### config.mk
export PLATFORM = sky130hd
export DESIGN_NAME = bypass_select_gen
export DESIGN_NICKNAME = d
export VERILOG_FILES = /design/src/rtl/bypass_select_gen_pkg.sv /design/src/rtl/bypass_tag_stage.sv /design/src/rtl/bypass_select_gen.sv
export SDC_FILE = /design/constraint.sdc
export NUM_CORES = 1
export LEC_CHECK = 0
export CAP_MARGIN = 20
export CORE_UTILIZATION = 60
export DETAILED_ROUTE_END_ITERATION = 6
export DONT_BUFFER_PORTS = 1
export PLACE_DENSITY = 0.79
export RECOVER_POWER = 100
export SETUP_SLACK_MARGIN = 0.4
export SYNTH_ARGS = -nofsm -noshare
export SYNTH_HDL_FRONTEND = slang
export SYNTH_SLANG_ARGS = --single-unit
### constraint.sdc
create_clock -name clk -period 1.5 [get_ports clk]
set_input_delay 0.375 -clock clk [delete_from_list [all_inputs] [get_ports clk]]
set_output_delay 0.375 -clock clk [all_outputs]
set_load 0.005 [all_outputs]
### src/rtl/bypass_select_gen_pkg.sv
// Shared bypass types: producer stage encoding, the registered select record
// and the lane-index width helper used by the bypass select generator.
package bypass_select_gen_pkg;

   // Where a consumer operand is taken from, as seen in the consumer's EX cycle
   typedef enum logic [1:0] {
      STG_INT_EX = 2'd0,
      STG_INT_WB = 2'd1,
      STG_MEM_MA = 2'd2,
      STG_MEM_WB = 2'd3
   } bypass_stg_e;

   // Widest lane index the select record can carry
   localparam int LANE_W_MAX = 8;

   typedef struct packed {
      logic                  valid;
      bypass_stg_e           stg;
      logic [LANE_W_MAX-1:0] lane;
   } bypass_sel_t;

   localparam bypass_sel_t SEL_NONE = '{valid: 1'b0, stg: STG_INT_EX, lane: '0};

   // Lane index width: clog2 of the larger producer count, at least one bit
   function automatic int lane_width(input int int_lanes, input int mem_lanes);
      int m;
      m = (int_lanes > mem_lanes) ? int_lanes : mem_lanes;
      return (m <= 2) ? 1 : $clog2(m);
   endfunction

   // Lane width for the default two-int / two-mem configuration
   localparam int LANE_W = lane_width(2, 2);

endpackage

### src/rtl/bypass_tag_stage.sv
// One bypass tag pipeline entry (valid + physical tag). Reset clears both
// fields, flush drops the valid, stall holds, otherwise the entry loads.
module bypass_tag_stage
   import bypass_select_gen_pkg::*;
#(
   parameter int PREG_W = 7
) (
   input  logic              clk,
   input  logic              rst,
   input  logic              stall,
   input  logic              clear,
   input  logic              in_valid,
   input  logic [PREG_W-1:0] in_tag,
   output logic              valid,
   output logic [PREG_W-1:0] tag
);

   // Tag entry update: rst > clear > stall > load
   always_ff @(posedge clk) begin
      if (rst) begin
         valid <= 1'b0;
         tag   <= '0;
      end else if (clear) begin
         valid <= 1'b0;
      end else if (!stall) begin
         valid <= in_valid;
         tag   <= in_tag;
      end
   end

endmodule

### src/rtl/bypass_select_gen.sv
// Bypass select generator. Consumer source tags in RR are compared against
// producers in RR (forwarded from INT_EX / MEM_MA next cycle) and, when
// BYPASS_SELECT_WB_STAGE_EN is defined, against producers one stage older
// (forwarded from INT_WB / MEM_WB). Selects are registered so they line up
// with the consumer's EX cycle.
module bypass_select_gen
   import bypass_select_gen_pkg::*;
#(
   parameter int INT_LANES = 2,
   parameter int MEM_LANES = 2,
   parameter int SRC_PORTS = 8,
   parameter int PREG_W    = 7,
   localparam int LANE_BITS = lane_width(INT_LANES, MEM_LANES)
) (
   input  logic                          clk,
   input  logic                          rst,
   input  logic                          stall,
   input  logic                          clear,
   input  logic [INT_LANES-1:0]          intDstValid,
   input  logic [INT_LANES*PREG_W-1:0]   intDstTag,
   input  logic [MEM_LANES-1:0]          memDstValid,
   input  logic [MEM_LANES*PREG_W-1:0]   memDstTag,
   input  logic [SRC_PORTS-1:0]          srcValid,
   input  logic [SRC_PORTS*PREG_W-1:0]   srcTag,
   output logic [SRC_PORTS-1:0]          selValid,
   output logic [SRC_PORTS*2-1:0]        selStg,
   output logic [SRC_PORTS*LANE_BITS-1:0] selLane
);

   bypass_sel_t sel_next [SRC_PORTS];
   bypass_sel_t sel_reg  [SRC_PORTS];

`ifdef BYPASS_SELECT_WB_STAGE_EN
   // The EX/MA tag entries exist only to feed the WB-stage matches; without
   // that feature an older producer is always read from the register file.
   logic [INT_LANES-1:0] int_ex_valid;
   logic [PREG_W-1:0]    int_ex_tag [INT_LANES];
   logic [MEM_LANES-1:0] mem_ma_valid;
   logic [PREG_W-1:0]    mem_ma_tag [MEM_LANES];
   logic [INT_LANES-1:0] int_wb_valid;
   logic [PREG_W-1:0]    int_wb_tag [INT_LANES];
   logic [MEM_LANES-1:0] mem_wb_valid;
   logic [PREG_W-1:0]    mem_wb_tag [MEM_LANES];

   for (genvar gi = 0; gi < INT_LANES; gi++) begin : g_int_tags
      bypass_tag_stage #(.PREG_W(PREG_W)) u_ex (
         .clk     (clk),
         .rst     (rst),
         .stall   (stall),
         .clear   (clear),
         .in_valid(intDstValid[gi]),
         .in_tag  (intDstTag[gi*PREG_W +: PREG_W]),
         .valid   (int_ex_valid[gi]),
         .tag     (int_ex_tag[gi])
      );
      bypass_tag_stage #(.PREG_W(PREG_W)) u_wb (
         .clk     (clk),
         .rst     (rst),
         .stall   (stall),
         .clear   (clear),
         .in_valid(int_ex_valid[gi]),
         .in_tag  (int_ex_tag[gi]),
         .valid   (int_wb_valid[gi]),
         .tag     (int_wb_tag[gi])
      );
   end

   for (genvar gi = 0; gi < MEM_LANES; gi++) begin : g_mem_tags
      bypass_tag_stage #(.PREG_W(PREG_W)) u_ma (
         .clk     (clk),
         .rst     (rst),
         .stall   (stall),
         .clear   (clear),
         .in_valid(memDstValid[gi]),
         .in_tag  (memDstTag[gi*PREG_W +: PREG_W]),
         .valid   (mem_ma_valid[gi]),
         .tag     (mem_ma_tag[gi])
      );
      bypass_tag_stage #(.PREG_W(PREG_W)) u_wb (
         .clk     (clk),
         .rst     (rst),
         .stall   (stall),
         .clear   (clear),
         .in_valid(mem_ma_valid[gi]),
         .in_tag  (mem_ma_tag[gi]),
         .valid   (mem_wb_valid[gi]),
         .tag     (mem_wb_tag[gi])
      );
   end
`endif

   // Select search: candidates are scanned lowest priority first and highest
   // lane first, so the last hit is the winner (INT_EX > MEM_MA > INT_WB >
   // MEM_WB, then lowest lane).
   always_comb begin
      for (int p = 0; p < SRC_PORTS; p++) begin
         sel_next[p] = SEL_NONE;
         if (srcValid[p]) begin
`ifdef BYPASS_SELECT_WB_STAGE_EN
            for (int l = MEM_LANES - 1; l >= 0; l--) begin
               if (mem_ma_valid[l] && (mem_ma_tag[l] == srcTag[p*PREG_W +: PREG_W])) begin
                  sel_next[p] = '{valid: 1'b1, stg: STG_MEM_WB, lane: LANE_W_MAX'(l)};
               end
            end
            for (int l = INT_LANES - 1; l >= 0; l--) begin
               if (int_ex_valid[l] && (int_ex_tag[l] == srcTag[p*PREG_W +: PREG_W])) begin
                  sel_next[p] = '{valid: 1'b1, stg: STG_INT_WB, lane: LANE_W_MAX'(l)};
               end
            end
`endif
            for (int l = MEM_LANES - 1; l >= 0; l--) begin
               if (memDstValid[l] &&
                   (memDstTag[l*PREG_W +: PREG_W] == srcTag[p*PREG_W +: PREG_W])) begin
                  sel_next[p] = '{valid: 1'b1, stg: STG_MEM_MA, lane: LANE_W_MAX'(l)};
               end
            end
            for (int l = INT_LANES - 1; l >= 0; l--) begin
               if (intDstValid[l] &&
                   (intDstTag[l*PREG_W +: PREG_W] == srcTag[p*PREG_W +: PREG_W])) begin
                  sel_next[p] = '{valid: 1'b1, stg: STG_INT_EX, lane: LANE_W_MAX'(l)};
               end
            end
         end
      end
   end

   // Select registers: rst and flush zero them, stall holds, else capture
   always_ff @(posedge clk) begin
      if (rst || clear) begin
         for (int p = 0; p < SRC_PORTS; p++) begin
            sel_reg[p] <= SEL_NONE;
         end
      end else if (!stall) begin
         for (int p = 0; p < SRC_PORTS; p++) begin
            sel_reg[p] <= sel_next[p];
         end
      end
   end

   for (genvar gi = 0; gi < SRC_PORTS; gi++) begin : g_out
      assign selValid[gi]                        = sel_reg[gi].valid;
      assign selStg[gi*2 +: 2]                   = sel_reg[gi].stg;
      assign selLane[gi*LANE_BITS +: LANE_BITS]  = sel_reg[gi].lane[LANE_BITS-1:0];
   end

endmodule

==> impl_metrics.env <==
export IMPL_worst_ep_arrival_time_ns=1.28
export IMPL_overflow=0
export IMPL_hp_class="primary input to flip-flop"
export IMPL_drt_total_wl_um=12500
export IMPL_maxSlewHeadroom_pct=61.0
export IMPL_antenna_found_initial=0
export IMPL_synth_area_leaders="xnor2_1 36%, edfxtp_1 18%, xor2_1 14%, nand4_1 7.7%, nor2_1 4.0%"
export IMPL_path_cells="xor2_1, nor4_1, nand4_1, nand3_1, nor3_1, buf_4"
export IMPL_final_nets=530
export IMPL_max_slew_worst_pin_slew_ns=0.582
export IMPL_p_per_area_mw_per_mm2=475
export IMPL_wl_per_cell_um=24.7
export IMPL_rsz0062_at_grt="yes"
export IMPL_hpwl_um=8830
export IMPL_port_buffer_count=0
export IMPL_max_freq_mhz=808
export IMPL_dp_cells=500
export IMPL_io_pins=132
export IMPL_ys_seq_area_share_pct=18.2
export IMPL_first_pass_iters=6
export IMPL_fin_util_pct=63.3
export IMPL_synth_compound_area_share_pct=3.56
export IMPL_core_mm2=0.00635
export IMPL_stdcell_area_mm2=0.00402
export IMPL_synth_top_cell_area_share_pct=35.8
export IMPL_fin_cells=506
export IMPL_syn2layout_area_growth_pct=1.39
export IMPL_clk_root_buffer_cell="clkbuf_8"
export IMPL_viasPerCell=6.63
export IMPL_syn_area_per_cell_um2=8.41
export IMPL_antenna_cells=0
export IMPL_cts_tree="built"
export IMPL_crit_slowest_cell="nor4_1"
export IMPL_syn_area_mm2=0.00397
export IMPL_die_height_um=83.3
export IMPL_required_ns=1.55
export IMPL_drt_iter0_drc=341
export IMPL_ys_dominant_reg_cell="edfxtp_1"
export IMPL_crit_path_end_kind="flip-flop"
export IMPL_ant_nets=0
export IMPL_rows=29
export IMPL_hold_viol_final=0
export IMPL_peakVddDrop_uv=409
export IMPL_drive_gt1_share_pct=11.2
export IMPL_cts_clk_slew_worst_paths_ns=0.10
export IMPL_globalRouteTotalUtil_pct=36.2
export IMPL_htree_levels=1
export IMPL_grt_pass1_wl_um=19000
export IMPL_period_minus_slack_ns=1.24
export IMPL_clock_sinks=24
export IMPL_whs_ns=0.323
export IMPL_fin_crit_sh_pct=82.5
export IMPL_yosys_area_top_type="xnor2_1"
export IMPL_synth_most_common_cell="xnor2_1"
export IMPL_vias=3355
export IMPL_numCtsBuffers=3
export IMPL_synth_xor_area_share_pct=49.4
export IMPL_ys_seq_elements=24
export IMPL_dieArea_mm2=0.00694
export IMPL_synth_async_reset_ratio_pct=0
export IMPL_syn_inst=472
export IMPL_status="finished clean"
export IMPL_drv_slew=0
export IMPL_synth_top_family_by_area="XOR/XNOR gates"
export IMPL_start_util_pct=62.5
export IMPL_synth_top_cells_by_count="162 x xnor2_1, 62 x xor2_1, 49 x nand4_1"
export IMPL_worst_setup_path_start_kind="primary input"
export IMPL_hold_buffers=0
export IMPL_worst_path_max_fanout=4
export IMPL_synthSimpleGateAreaFrac_pct=19.0
export IMPL_synth_edf_count=24
export IMPL_grt_max_degree=25
export IMPL_muxShareOfSynthArea_pct=0
export IMPL_largest_reg_flops=24
export IMPL_path_buf_inv=1
export IMPL_min_to="sel_reg[1][10]"
export IMPL_setup_viol=0
export IMPL_yosys_warnings=0
export IMPL_drc=0
export IMPL_crit_family="simple AND/OR/NAND/NOR gates"
export IMPL_synthAdderAreaFrac_pct=0
export IMPL_holdPathStages=2
export IMPL_clk_path_buf_depth=2
export IMPL_gp_congestion=0.910
export IMPL_maxCapViolations=0
export IMPL_placed_area_mm2=0.00388
export IMPL_yosys_cell_types_count=29
export IMPL_worstSetupPathType="primary input to flip-flop"
export IMPL_hold_start="srcValid[4]"
export IMPL_dieWidth_um=83.3
export IMPL_slowest_delay_ns=0.32
export IMPL_leakage_uw=0.00120
export IMPL_grt_pass1_vias=3521
-- through the flow --
stage	total power [uW]	worst slack (ns)	TNS (ns)
2_1_floorplan	1720	0.00664	0
3_3_place_gp	1440	0.00436	0
3_5_place_dp	1470	-0.0270	-0.0339
4_1_cts	1900	0.284	0
5_1_grt	2020	0.141	0
6_report	1910	0.263	0
-- report_power, final --
| part | switching (uW) | internal (uW) |
|---|---|---|
| Clock | 239 | 184 |
| Combinational | 261 | 453 |
| Sequential | 14.6 | 759 |
-- layout by cell type, fill, tap and decap left out, drive strengths merged --
cell and count:
nor2b 3, buf 5, nor3 10, and4 1
a21oi 16, conb 8, xnor2 162, or2 1
nand2 13, o21a 4, clkinv 1, nand3 5
clkbuf 3, o21ba 2, nand4 49, inv 1
a211oi 1, nor2 42, edfxtp 24, xor2 62
nor4 16
-- worst max-delay path by stage --
stage / start / end / slack (ns) / cells past startpoint
after detailed placement: clear / sel_reg[0][31] / -0.03 / 4
after floorplan: intDstTag[1] / sel_reg[1][0] / 0.007 / 6
final: srcTag[29] / sel_reg[1][9] / 0.26 / 6
after CTS: srcTag[29] / sel_reg[1][9] / 0.28 / 6
after global placement: srcTag[29] / sel_reg[1][9] / 0.004 / 6
after global routing: srcTag[1] / sel_reg[0][10] / 0.14 / 5
-- layout make-up --
cell class | instances | area (um^2)
Multi-Input combinational cell | 395 | 3110
Sequential cell | 24 | 721
Clock buffer | 3 | 41.3
Tap cell | 77 | 96.3
Clock inverter | 1 | 3.75
Inverter | 1 | 3.75
Timing Repair Buffer | 5 | 50.0
Fill cell | 521 | 2330
-- kinds of logic (layout without fill, tap and decap cells) --
group                     count (synthesis)  after routing
AOI/OAI and AO/OA                        23             23
DFF                                      24             24
xor gates and xnor gates                224            224
other                                     1              8
and+or+nand+nor                         140            140
buffers and inverters                    60             10
-- layer usage --
| layer | GRT usage [%] | vias to the layer above | wire length (um) |
|---|---|---|---|
| met5 | 0 | - | 0 |
| met4 | 23.4 | 0 | 850 |
| met3 | 11.5 | 76 | 1730 |
| met2 | 58.6 | 271 | 5580 |
| met1 | 41.1 | 1554 | 4360 |
| li1 | - | 1454 | - |
-- what timing repair did --
| item | 4_1_cts | 5_1_grt |
|---|---|---|
| setup endpoints to repair | 20 | 20 |
| buffers inserted | 1 | 1 |
| pin swaps | 2 | 19 |
| resized for setup | 8 | 24 |
Power figures use the tool's default switching activity.
